**src/rtl/iomem_pkg.sv**
```systemverilog
// iomem_pkg
// Shared definitions for the PicoSoC iomem sequencer: FSM state encoding,
// the default error word returned to the CPU, and the position of the slot
// field inside the CPU byte address.
// No ports (package only).

package iomem_pkg;

    // Sequencer states: wait for a request, wait for the slave, answer the CPU
    typedef enum logic [1:0] {
        IDLE   = 2'd0,
        ACCESS = 2'd1,
        RESP   = 2'd2
    } state_t;

    // Read data handed back for unmapped slots and stalled slaves
    localparam logic [31:0] ERR_WORD_DEFAULT = 32'hDEADBEEF;

    // Slot number lives in iomem_addr[23:20]; the page byte sits above it
    localparam int SLOT_MSB = 23;
    localparam int SLOT_LSB = 20;

endpackage

```
**src/rtl/iomem_timeout.sv**
```systemverilog
// iomem_timeout
// Slave wait watchdog for iomem_ctrl. Counts the cycles spent in the ACCESS
// phase and flags when the count reaches TIMEOUT_CYCLES so the sequencer can
// abandon a slave that never answers. Only instantiated when the top is built
// with IOMEM_TIMEOUT_EN defined.
//
// Ports:
//   clk      in   system clock
//   resetn   in   asynchronous active-low reset
//   start    in   pulse on the cycle a mapped request is accepted
//   active   in   high for every cycle the sequencer is in ACCESS
//   expired  out  count has reached TIMEOUT_CYCLES while active

module iomem_timeout #(
    parameter int TIMEOUT_CYCLES = 255
) (
    input  logic clk,
    input  logic resetn,
    input  logic start,
    input  logic active,
    output logic expired
);

    logic [15:0] count_q;

    // The count restarts from zero as the request is accepted, so it reads 0
    // in the first ACCESS cycle and advances once per ACCESS cycle after that.
    // The sequencer always leaves ACCESS when expired is raised, so the count
    // never needs to saturate.
    always_ff @(posedge clk or negedge resetn) begin
        if (!resetn) begin
            count_q <= '0;
        end else if (start) begin
            count_q <= '0;
        end else if (active) begin
            count_q <= count_q + 16'd1;
        end
    end

    assign expired = active && (count_q == 16'(TIMEOUT_CYCLES));

endmodule

```
**src/rtl/iomem_ctrl.sv**
```systemverilog
// iomem_ctrl
// Sequencer and address decoder for the PicoSoC iomem bus. Accepts one CPU
// transaction at a time on page BASE_PAGE, routes it to one of NUM_SLOTS
// peripheral slots and returns the slot's read data with a one-cycle
// iomem_ready pulse. Requests to unmapped slots are answered with ERR_WORD
// and raise the sticky err_flag.
//
// Build option: define IOMEM_TIMEOUT_EN to add a slave wait watchdog
// (iomem_timeout); a slave silent for TIMEOUT_CYCLES is abandoned and the CPU
// gets ERR_WORD plus err_flag. Without it ACCESS waits indefinitely.
//
// Ports:
//   clk          in   system clock
//   resetn       in   asynchronous active-low reset
//   iomem_valid  in   CPU request
//   iomem_ready  out  one-cycle completion pulse
//   iomem_wstrb  in   byte write strobes, 0 = read
//   iomem_addr   in   byte address (page [31:24], slot [23:20], offset [19:0])
//   iomem_wdata  in   write data
//   iomem_rdata  out  read data, valid while iomem_ready is high
//   slv_sel      out  one-hot slot select, held until the slave is ready
//   slv_wstrb    out  registered strobes
//   slv_addr     out  registered offset iomem_addr[19:0]
//   slv_wdata    out  registered write data
//   slv_ready    in   per-slot completion
//   slv_rdata    in   packed read data, slot k at [32k+31:32k]
//   err_flag     out  sticky error indicator
//   err_clr      in   clears err_flag (a simultaneous error event wins)

module iomem_ctrl
    import iomem_pkg::*;
#(
    parameter int          NUM_SLOTS      = 4,
    parameter logic [7:0]  BASE_PAGE      = 8'h03,
    parameter int          TIMEOUT_CYCLES = 255,
    parameter logic [31:0] ERR_WORD       = ERR_WORD_DEFAULT
) (
    input  logic                    clk,
    input  logic                    resetn,
    input  logic                    iomem_valid,
    output logic                    iomem_ready,
    input  logic [3:0]              iomem_wstrb,
    input  logic [31:0]             iomem_addr,
    input  logic [31:0]             iomem_wdata,
    output logic [31:0]             iomem_rdata,
    output logic [NUM_SLOTS-1:0]    slv_sel,
    output logic [3:0]              slv_wstrb,
    output logic [19:0]             slv_addr,
    output logic [31:0]             slv_wdata,
    input  logic [NUM_SLOTS-1:0]    slv_ready,
    input  logic [32*NUM_SLOTS-1:0] slv_rdata,
    output logic                    err_flag,
    input  logic                    err_clr
);

    state_t      state;
    state_t      next_state;
    logic [3:0]  slot_q;
    logic [3:0]  req_slot;
    logic        page_hit;
    logic        slot_mapped;
    logic        accept;
    logic        start_access;
    logic        load_slave;
    logic        err_event;
    logic        sel_ready;
    logic [31:0] sel_rdata;
    logic        timeout_hit;

    assign req_slot    = iomem_addr[SLOT_MSB:SLOT_LSB];
    assign page_hit    = iomem_valid && (iomem_addr[31:24] == BASE_PAGE);
    assign slot_mapped = ({1'b0, req_slot} < 5'(NUM_SLOTS));

    // The select is decoded from the state register rather than stored, so the
    // asynchronous reset (which forces IDLE) drops it at once and it can never
    // outlive the ACCESS phase.
    always_comb begin
        slv_sel = '0;
        for (int k = 0; k < NUM_SLOTS; k++) begin
            slv_sel[k] = (state == ACCESS) && (slot_q == 4'(k));
        end
    end

    // Only the selected slot's ready and data matter; masking with slv_sel
    // makes ready bits on every other slot invisible.
    always_comb begin
        sel_rdata = '0;
        for (int k = 0; k < NUM_SLOTS; k++) begin
            if (slv_sel[k]) begin
                sel_rdata = slv_rdata[32*k +: 32];
            end
        end
    end

    assign sel_ready = |(slv_ready & slv_sel);

`ifdef IOMEM_TIMEOUT_EN
    iomem_timeout #(
        .TIMEOUT_CYCLES (TIMEOUT_CYCLES)
    ) u_timeout (
        .clk     (clk),
        .resetn  (resetn),
        .start   (start_access),
        .active  (state == ACCESS),
        .expired (timeout_hit)
    );
`else
    assign timeout_hit = 1'b0 & (TIMEOUT_CYCLES == 0);
`endif

    // State register for the request sequencer
    always_ff @(posedge clk or negedge resetn) begin
        if (!resetn) begin
            state <= IDLE;
        end else begin
            state <= next_state;
        end
    end

    // Next-state decode. Requests are only looked at in IDLE, so the RESP
    // cycle can never double-accept a request the CPU has not yet dropped.
    // A slave that answers in the same cycle the watchdog expires is honoured.
    always_comb begin
        next_state   = state;
        accept       = 1'b0;
        start_access = 1'b0;
        load_slave   = 1'b0;
        err_event    = 1'b0;
        case (state)
            IDLE: begin
                if (page_hit) begin
                    accept = 1'b1;
                    if (slot_mapped) begin
                        start_access = 1'b1;
                        next_state   = ACCESS;
                    end else begin
                        err_event  = 1'b1;
                        next_state = RESP;
                    end
                end
            end
            ACCESS: begin
                if (sel_ready) begin
                    load_slave = 1'b1;
                    next_state = RESP;
                end else if (timeout_hit) begin
                    err_event  = 1'b1;
                    next_state = RESP;
                end
            end
            RESP: begin
                next_state = IDLE;
            end
            default: begin
                next_state = IDLE;
            end
        endcase
    end

    assign iomem_ready = (state == RESP);

    // Request capture: the slave-side outputs are loaded once on accept and
    // then held untouched for the whole ACCESS phase.
    always_ff @(posedge clk or negedge resetn) begin
        if (!resetn) begin
            slot_q    <= '0;
            slv_addr  <= '0;
            slv_wstrb <= '0;
            slv_wdata <= '0;
        end else if (accept) begin
            slot_q    <= req_slot;
            slv_addr  <= iomem_addr[19:0];
            slv_wstrb <= iomem_wstrb;
            slv_wdata <= iomem_wdata;
        end
    end

    // Response data: error word for unmapped or abandoned requests, the
    // selected slave's data otherwise (also on writes, where the CPU ignores
    // it). Holds its value between transactions.
    always_ff @(posedge clk or negedge resetn) begin
        if (!resetn) begin
            iomem_rdata <= '0;
        end else if (err_event) begin
            iomem_rdata <= ERR_WORD;
        end else if (load_slave) begin
            iomem_rdata <= sel_rdata;
        end
    end

    // Sticky error flag; a new error in the same cycle as a clear must not be
    // lost, so the set has priority.
    always_ff @(posedge clk or negedge resetn) begin
        if (!resetn) begin
            err_flag <= 1'b0;
        end else if (err_event) begin
            err_flag <= 1'b1;
        end else if (err_clr) begin
            err_flag <= 1'b0;
        end
    end

endmodule

```
**config.mk**
```make
export PLATFORM = sky130hd
export DESIGN_NAME = iomem_ctrl
export DESIGN_NICKNAME = d
export VERILOG_FILES = /design/src/rtl/iomem_pkg.sv /design/src/rtl/iomem_timeout.sv /design/src/rtl/iomem_ctrl.sv
export SDC_FILE = /design/constraint.sdc
export NUM_CORES = 1
export LEC_CHECK = 0
export BUFFER_PORTS_ARGS = -buffer_cell sky130_fd_sc_hd__buf_2
export CAP_MARGIN = 20
export CORE_MARGIN = 8
export CORE_UTILIZATION = 25
export CTS_CLUSTER_SIZE = 25
export DETAILED_ROUTE_END_ITERATION = 10
export PLACE_DENSITY = 0.56
export SYNTH_ARGS = -nofsm -noshare
export SYNTH_HDL_FRONTEND = slang
export SYNTH_SLANG_ARGS = --single-unit
```
**constraint.sdc**
```tcl
create_clock -name clk -period 2.8 [get_ports clk]
set_clock_uncertainty 0.1 [all_clocks]
set_input_delay 0.7 -clock clk [delete_from_list [all_inputs] [get_ports clk]]
set_output_delay 0.7 -clock clk [all_outputs]
set_load 0.01 [all_outputs]
```
==> qor.txt <==
outcome -> finished clean
DR DRC count -> 0
Post-synth EDFFs -> 0
gp weighted congestion -> 0.777
syn_area_per_cell -> 12.6 sq um
critical path type -> reg2out
fmax -> 0.393 GHz
ANT cells -> 0
Die ar. -> 24400 sq um
number of global-route vias before repair -> 4897
Initial Util -> 25.4%
most common flop cell mapped by yosys -> dfrtp_1
most common cell after layout, fill and taps aside -> buf_2
CTS Buf Count -> 9
WL/cell -> 18.6 um
GRT overflow -> 0
Clock transition at path regs -> 0.07 ns
Synth top area share -> 48.3%
PwrDens -> 522 nW/um^2
CTS Sinks -> 95
post-cts sizing count -> 2
I/O Buffers -> 297
async set or reset register ratio after synthesis -> 100%
grt met3 use -> 6.95%
met1 Use GR -> 16.6%
synth warn -> 0
Final Hold Viols -> 0
RR Endpoint -> slv_wstrb[3]
setup repair bufs after CTS -> 0
H-Tree Depth -> 3
area leader, netlist -> dfrtp_1
clock buffer depth -> 2
required time of the worst setup path -> 2.00 ns
Setup crit start kind -> register
Post-Syn Area -> 4920 sq um
FF-to-FF Start -> state[0]
Tcrit/Tclk final -> 91.0%
Die Ht -> 156 um
worst relative slew slack -> 65.3%
Via density -> 4.70
Core Footprint -> 19400 sq um
row cnt -> 51
Cell Area, Placed -> 6760 sq um
Pins Over Slew Limit -> 0
Slew @ Worst Pin -> 0.519 ns
die width -> 156 um
count of cell types in the netlist -> 32
final WL -> 17600 um
first-pass GRT wire length -> 27400 um
CTS tree -> yes
met2 global-route usage -> 23.0%
Period minus WS final -> 2.55 ns
Cells after DPL -> 928
hold_buf cts -> 0
max_cap viols -> 0
commonest cells after routing, fill and taps aside -> buf_2 (296), dfrtp_1 (94), mux2i_1 (63), nor4_1 (63), mux2_2 (60)
DR iter-0 viols -> 174
Fillers -> 1994
endpoints failing setup -> 0
setup slack, reg-to-reg -> 0.61 ns
critical path fanouts, max -> 4
maximum number of pins on one net before global-route repair -> 65
Crit. End Element -> output pin
worst vdd ir -> 0.242 mV
ANT nets after route -> 0
Cells after Synth -> 389
worst setup path endpoint -> slv_sel[2]
Final nets -> 878
Fin Setup TNS -> 0 ns
worst skew pair latency -> 0.34 ns
layer with the highest usage -> met2
P_leak -> 3.51 nW
synthesized net count -> 593
Vias -> 4433
Finished Cell Area -> 7090 sq um
initial antenna violation count -> 2
hpwl dp -> 13700 um
Finished Layout Cells -> 944
Worst EP arrival -> 1.75 ns
Hold WC Path Type -> in2async
reg2reg path depth -> 4
P&R area growth vs syn -> 44.1%
layout cells sized above 1 -> 59.1%
CP startpoint -> state[1]
1st-pass router iterations -> 4
I/O pins -> 298
RSZ-0062 raised after global routing -> false
gr usage total -> 14.3%
CTS root buffer -> clkbuf_16
count of state elements after synthesis -> 95
synth top area cells -> dfrtp_1 (48%), mux2_2 (14%), mux2i_1 (13%)
sequential area share after synthesis -> 48.3%
-- sequential cells by signal, summed over array words and instances, names as in the netlist --
| name | count |
|---|---|
| slv_addr | 20 |
| slot_q | 4 |
| err_flag | 1 |
| state | 2 |
| iomem_rdata | 32 |
| slv_wdata | 32 |
| slv_wstrb | 4 |
-- worst min-delay path by stage --
stage | startpoint | endpoint | slack [ns]
2_1_floorplan | resetn | err_flag | 0.30
6_report | resetn | iomem_rdata[20] | 0.21
3_5_place_dp | iomem_rdata[12] | iomem_rdata[12] | 0.38
5_1_grt | resetn | iomem_rdata[20] | 0.22
4_1_cts | resetn | iomem_rdata[20] | 0.21
3_3_place_gp | iomem_rdata[7] | iomem_rdata[7] | 0.37
-- where the power goes --
group / internal [mW] / leakage [nW] / switching [mW]
clock: 0.714 / 0.151 / 0.591
combinational: 0.402 / 2.11 / 0.379
sequential: 1.53 / 1.25 / 0.0835
total: 2.65 / 3.51 / 1.05
-- worst max-delay path, cell delays in order, from the launching register on --
cell and delay, ns:
dfrtp_1 0.45, or4b_4 0.61, nor3_2 0.18, buf_2 0.17
-- cells by family (layout without fill, tap and decap cells) --
family                 after synthesis  count (layout)  share of synthesized area [%]
DFF                                 95              95                           48.3
AOI/OAI and AO/OA                   44              44                           8.93
buffers and inverters               44             334                           4.48
muxes                              126             126                           27.4
and+or+nand+nor                     80              80                           10.9
-- routing by layer --
metal / share of wire (%) / up-vias / wire length, um
met5: 0.15 / - / 27
met4: 1.2 / 4 / 212
met3: 12 / 18 / 2090
met2: 46 / 195 / 8060
met1: 41 / 2098 / 7200
li1: - / 2118 / -
-- area by class of cell --
type | instances | area (sq um) | share of cell area (%)
inverter | 3 | 11.3 | 0.159
clock buffer | 9 | 225 | 3.18
multi-input combinational | 250 | 2360 | 33.3
sequential | 95 | 2380 | 33.6
clock inverter | 7 | 91.3 | 1.29
timing repair buffer | 315 | 1690 | 23.8
tap | 265 | 332 | 4.68
-- through the flow --
| step | utilization (%) | worst slack [ns] | hold WS (ns) | power [mW] |
|---|---|---|---|---|
| finish | 36.5 | 0.253 | 0.215 | 3.70 |
| global route | 36.5 | 0.113 | 0.224 | 3.91 |
| CTS | 36.5 | 0.200 | 0.214 | 3.78 |
| detailed placement | 34.9 | 0.302 | 0.377 | 2.44 |
| global placement | 34.9 | 0.309 | 0.372 | 2.43 |
| floorplan | - | 0.429 | 0.304 | 1.99 |
-- cells in the mapped netlist, types with 2 or more instances --
| library cell | n |
|---|---|
| a2111o_1 | 24 |
| a21boi_0 | 8 |
| and3_1 | 2 |
| buf_1 | 4 |
| buf_2 | 5 |
| buf_6 | 6 |
| clkbuf_1 | 25 |
| dfrtp_1 | 95 |
| inv_1 | 2 |
| mux2_2 | 60 |
| mux2i_1 | 65 |
| nor2_1 | 2 |
| nor3_1 | 2 |
| nor4_1 | 63 |
| o32a_1 | 8 |
| or3_1 | 2 |
(Power assumes the default switching activity.)
